## config.mk

```make
export PLATFORM = sky130hd
export DESIGN_NAME = div_iter_core
export DESIGN_NICKNAME = d
export VERILOG_FILES = /design/src/rtl/div_iter_core.sv
export SDC_FILE = /design/constraint.sdc
export NUM_CORES = 1
export LEC_CHECK = 0
export CORE_AREA = 2 2 164 166
export CTS_CLUSTER_DIAMETER = 40
export DETAILED_ROUTE_END_ITERATION = 8
export DIE_AREA = 0 0 166 168
export GPL_TIMING_DRIVEN = 0
export HOLD_SLACK_MARGIN = 0.06
export MAX_ROUTING_LAYER = met4
export PLACE_DENSITY = 0.74
export SLEW_MARGIN = 5
export SYNTH_ARGS = -nofsm -noshare
export SYNTH_HDL_FRONTEND = slang
export SYNTH_SLANG_ARGS = --single-unit
```

## constraint.sdc

```tcl
create_clock -name clk -period 11.8 [get_ports clk]
set_clock_uncertainty 0.05 [all_clocks]
set_input_delay 2.36 -clock clk [delete_from_list [all_inputs] [get_ports clk]]
set_output_delay 2.36 -clock clk [all_outputs]
set_load 0.01 [all_outputs]
```

## src/rtl/div_iter_core.sv

```systemverilog
// Iterative radix-2 restoring divider, one quotient bit per cycle, with an enable/ready/complete
// handshake. Signed operands are reduced to magnitudes, divided, then sign-corrected.
module div_iter_core #(
    parameter int WIDTH = 32
) (
    input  logic             clk,
    input  logic             rst,
    input  logic             enable,
    input  logic             sign_en,
    input  logic [WIDTH-1:0] op1,
    input  logic [WIDTH-1:0] op2,
    output logic [WIDTH-1:0] quo_o,
    output logic [WIDTH-1:0] rem_o,
    output logic             ready,
    output logic             complete
);

    localparam int CW = $clog2(WIDTH);

    typedef enum logic [2:0] {
        S_IDLE,
        S_PREP,
        S_ITER,
        S_FIX,
        S_DONE
    } state_t;

    state_t           state_q, state_d;
    logic [WIDTH-1:0] op1_q, op1_d;
    logic [WIDTH-1:0] op2_q, op2_d;
    logic             sign_q, sign_d;
    logic [WIDTH-1:0] dvd_q, dvd_d;    // dividend magnitude, becomes the quotient magnitude
    logic [WIDTH-1:0] dvs_q, dvs_d;
    logic [WIDTH-1:0] prem_q, prem_d;
    logic [CW-1:0]    cnt_q, cnt_d;
    logic             negq_q, negq_d;
    logic             negr_q, negr_d;
    logic             zdiv_q, zdiv_d;
    logic [WIDTH-1:0] quo_q, quo_d;
    logic [WIDTH-1:0] rem_q, rem_d;

    logic [WIDTH:0]   shifted;
    logic [WIDTH:0]   trial;

    assign quo_o = quo_q;
    assign rem_o = rem_q;

    // NOTE: every signal driven here gets a default first, so no path leaves one unassigned
    // and no latch is inferred.
    always_comb begin
        state_d  = state_q;
        op1_d    = op1_q;
        op2_d    = op2_q;
        sign_d   = sign_q;
        dvd_d    = dvd_q;
        dvs_d    = dvs_q;
        prem_d   = prem_q;
        cnt_d    = cnt_q;
        negq_d   = negq_q;
        negr_d   = negr_q;
        zdiv_d   = zdiv_q;
        quo_d    = quo_q;
        rem_d    = rem_q;
        ready    = 1'b0;
        complete = 1'b0;

        shifted  = {prem_q, dvd_q[WIDTH-1]};
        trial    = shifted - {1'b0, dvs_q};

        case (state_q)
            S_IDLE: begin
                ready = 1'b1;
                if (enable) begin
                    op1_d   = op1;
                    op2_d   = op2;
                    sign_d  = sign_en;
                    state_d = S_PREP;
                end
            end
            S_PREP: begin
                dvd_d   = (sign_q && op1_q[WIDTH-1]) ? -op1_q : op1_q;
                dvs_d   = (sign_q && op2_q[WIDTH-1]) ? -op2_q : op2_q;
                negq_d  = sign_q & (op1_q[WIDTH-1] ^ op2_q[WIDTH-1]);
                negr_d  = sign_q & op1_q[WIDTH-1];
                prem_d  = '0;
                cnt_d   = CW'(WIDTH - 1);
                zdiv_d  = (op2_q == '0);
                state_d = (op2_q == '0) ? S_FIX : S_ITER;
            end
            S_ITER: begin
                // The partial remainder stays below the divisor, so a failed trial fits in WIDTH bits.
                if (!trial[WIDTH]) begin
                    prem_d = trial[WIDTH-1:0];
                    dvd_d  = {dvd_q[WIDTH-2:0], 1'b1};
                end else begin
                    prem_d = shifted[WIDTH-1:0];
                    dvd_d  = {dvd_q[WIDTH-2:0], 1'b0};
                end
                cnt_d = cnt_q - 1'b1;
                if (cnt_q == '0) begin
                    state_d = S_FIX;
                end
            end
            S_FIX: begin
                if (zdiv_q) begin
                    quo_d = '1;
                    rem_d = op1_q;
                end else begin
                    quo_d = negq_q ? -dvd_q : dvd_q;
                    rem_d = negr_q ? -prem_q : prem_q;
                end
                state_d = S_DONE;
            end
            S_DONE: begin
                complete = 1'b1;
                state_d  = S_IDLE;
            end
            default: state_d = S_IDLE;
        endcase
    end

    // NOTE: state registers use non-blocking assignments so every flop samples the values
    // from before the edge, independent of statement order.
    always_ff @(posedge clk or posedge rst) begin
        if (rst) begin
            state_q <= S_IDLE;
            op1_q   <= '0;
            op2_q   <= '0;
            sign_q  <= 1'b0;
            dvd_q   <= '0;
            dvs_q   <= '0;
            prem_q  <= '0;
            cnt_q   <= '0;
            negq_q  <= 1'b0;
            negr_q  <= 1'b0;
            zdiv_q  <= 1'b0;
            quo_q   <= '0;
            rem_q   <= '0;
        end else begin
            state_q <= state_d;
            op1_q   <= op1_d;
            op2_q   <= op2_d;
            sign_q  <= sign_d;
            dvd_q   <= dvd_d;
            dvs_q   <= dvs_d;
            prem_q  <= prem_d;
            cnt_q   <= cnt_d;
            negq_q  <= negq_d;
            negr_q  <= negr_d;
            zdiv_q  <= zdiv_d;
            quo_q   <= quo_d;
            rem_q   <= rem_d;
        end
    end

endmodule

```

==> results.json <==
{
  "whs_path_depth": 2,
  "timing.final.crit_period_ns": 4.466,
  "clk_latency_ns": 0.54,
  "cellPowerDensity_nw_per_um2": 324.2,
  "globalRouteMet1Util": 0.3346,
  "coreArea_sq_um": 26350,
  "grt_antenna_before_repair": 0,
  "hold_viol": 0,
  "n_fill_cell": 2225,
  "number_of_synthesized_flops_with_an_enable_pin": 0,
  "path_max_fanout": 9,
  "final_cell_mix": "dfrtp_1 (236), o21ai_0 (169), nand2_1 (168), clkdlybuf4s50_1 (133), a21oi_1 (112)",
  "detail_route.wl_per_cell_um": 17.88,
  "worst_r2r_startpoint": "dvd_q[31]",
  "cp_cell_sequence": "clkbuf_1 > nor3_1 > clkdlybuf4s50_1",
  "netlist_instances": 1478,
  "worstHoldStart": "dvs_q[7]",
  "relative_slew_slack": 0.3092,
  "tritoncts_num_sinks": 236,
  "async_reset_ff_frac": 1.000,
  "seq_area_frac_synth": 0.4345,
  "worst-slew-pin-transition_ns": 1.027,
  "post_synthesis_sequential_element_count": 236,
  "final_common_cell": "dfrtp_1",
  "grt_pass1_vias": 11330,
  "synth_flop_cell": "dfrtp_1",
  "post_cts.repair.setup_buffers": 0,
  "globalplace.congestion": 0.9012,
  "numPortBuffers": 133,
  "top_usage_layer": "met2",
  "critPathBufInv": 2,
  "setup_slack_ns": 7.334,
  "grt_util_all_layers": 0.2692,
  "via_per_inst": 5.628,
  "worst-r2r-cell-count": 14,
  "fmaxAchievable_ghz": 0.2239,
  "dpl_worst_slack_ns": 6.868,
  "nNetsFinal": 1759,
  "route.detailed.drc": 0,
  "cts.root.buffer_cell": "clkbuf_16",
  "htreeDepth": 2,
  "max_stage_delay_ns": 0.61,
  "post_cts_hold_buffer_count": 0,
  "floorplan.io_pins": 134,
  "synth_fp_nets": 1585,
  "area_growth_syn_to_layout_pct": 23.32,
  "final_cells": 2019,
  "critical-path-top-delay-family": "buffers and inverters",
  "grt.overflow.total": 0,
  "crit_required_ns": 9.39,
  "die_width_um": 166,
  "wp_data_arrival_ns": 2.06,
  "setup_crit_end_kind": "output pin",
  "post_cts_resized": 0,
  "initial_utilization": 0.5159,
  "final_max_slew_viol_count": 0,
  "worst_hold_path.endpoint": "dvs_q[7]",
  "clkSlewWorstSetupHoldPaths_ns": 0.05,
  "worstSetupPathType": "flip-flop to output pin",
  "status": "finished clean",
  "cts_tree": "done",
  "max_vdd_drop_mv": 0.1622,
  "critPathSlowestCell": "clkdlybuf4s50_1",
  "die-height_um": 168,
  "postSynthAreaPerCell_sq_um": 9.197,
  "post_dp_cell_area_sq_um": 15390,
  "max_cap_viol_count": 0,
  "leakage_nw": 7.170,
  "start_kind": "flip-flop",
  "drt_iter0_drcs": 778,
  "reg2reg_slack_ns": 7.64,
  "critical_path_cell_count": 3,
  "layout.cell_area.non_filler_sq_um": 16760,
  "multi_input_comb_area_sq_um": 7147,
  "grt_setup_unrepaired": "false",
  "grt_use_met3": 0.03761,
  "routed_wl_mm": 36.10,
  "mappedNetlistArea_sq_um": 13590,
  "numCtsBuffers": 38,
  "timing.setup.tns_ns": 0,
  "dp.final_hpwl_mm": 26.85,
  "sequential_standard_cell_area_sq_um": 5906,
  "dpl.cell_count": 1953,
  "drive_above_1_share": 0.09058,
  "rr_endpoint": "prem_q[2]",
  "clockBufferDepth": 3,
  "diodes": 0,
  "synth_cell_type_count": 69,
  "timing.final.setup_violations": 0,
  "grt_first_pass_wirelength_mm": 59.02,
  "min-delay-path-class": "flip-flop to flip-flop",
  "timing.final.crit_share": 0.3785,
  "fp.dieArea_sq_um": 27890,
  "via_count": 11360,
  "dr.pass1.iters": 5,
  "grt_start_max_net_pins": 124,
  "yosys_warnings": 0,
  "grt.met2_usage": 0.4501,
  "hold_ws_ns": 0.4246,
  "antenna_viol_nets_final": 0,
  "placementRows": 60
}
[synth_stat cells, types with 11 or more instances]
cell type | number | area share
a21oi_1 | 112 | 0.041
a22oi_1 | 33 | 0.018
clkbuf_1 | 71 | 0.020
dfrtp_1 | 236 | 0.43
ha_1 | 38 | 0.035
inv_1 | 52 | 0.014
mux2_2 | 60 | 0.050
mux2i_1 | 30 | 0.022
nand2_1 | 168 | 0.046
nand2b_1 | 11 | 0.0051
nand3_1 | 14 | 0.0052
nor2_1 | 107 | 0.030
nor2b_1 | 13 | 0.0060
nor3_1 | 19 | 0.0070
nor4_1 | 17 | 0.0078
o21ai_0 | 169 | 0.062
o21ai_1 | 15 | 0.0055
o31ai_1 | 23 | 0.013
o41ai_1 | 13 | 0.0084
xnor2_1 | 65 | 0.042
xor2_1 | 82 | 0.053
[kinds of logic (layout without fill, tap and decap cells)]
group | Yosys count | after routing | synth area share
compound gates | 419 | 419 | 0.1806
simple gates | 413 | 413 | 0.1422
flops | 236 | 236 | 0.4345
xor+xnor | 147 | 147 | 0.09472
buf+inv | 134 | 334 | 0.03976
mux | 90 | 90 | 0.07180
fa+ha+maj | 39 | 39 | 0.03645
[registers in the layout, indices dropped and copies added, names as in the netlist]
register / cells
op1_q: 32
negr_q: 1
dvs_q: 32
dvd_q: 32
cnt_q: 5
prem_q: 32
negq_q: 1
rem_o: 32
quo_o: 32
sign_q: 1
zdiv_q: 1
state_q: 3
op2_q: 32
[worst max path at each step]
stage | slack (ns) | from | endpoint
3_5_place_dp | 6.87 | enable | op2_q[4]
4_1_cts | 7.32 | state_q[1] | ready
5_1_grt | 7.29 | state_q[1] | ready
2_1_floorplan | 2.92 | rst | cnt_q[0]
3_3_place_gp | 0.12 | rst | quo_o[27]
6_report | 7.33 | state_q[1] | ready
[power by group]
part           total (mW)  switching, mW  internal, mW
clock network        1.19          0.414         0.780
registers            1.58          0.412          1.17
logic                2.66           1.45          1.22
[layer usage]
metal  wire length (um)  share of wire
met1              15690           0.43
met2              17400           0.48
met3               1772          0.049
met4               1234          0.034
met5                  0              0
[layout make-up]
class                           instances  share of cell area
Sequential cell                       236              0.3523
Clock inverter                         18             0.01844
Multi-Input combinational cell       1108              0.4263
Inverter                               53             0.01232
Tap cell                              341             0.02545
Timing Repair Buffer                  134             0.08106
Buffer                                 81             0.02038
Clock buffer                           48             0.06374
[worst min-delay path, cell delays in order (launching register included)]
cell	delay, ns
dfrtp_1	0.33
nand2_1	0.05
o21ai_0	0.06
[per-stage QoR]
stage	power, mW	utilization
global placement	4.154	0.5826
detailed placement	4.224	0.5839
floorplan	3.437	-
global route	5.856	0.6362
CTS	5.449	0.6362
finish	5.435	0.6362
Note: power is estimated with default switching activity, not from simulation.
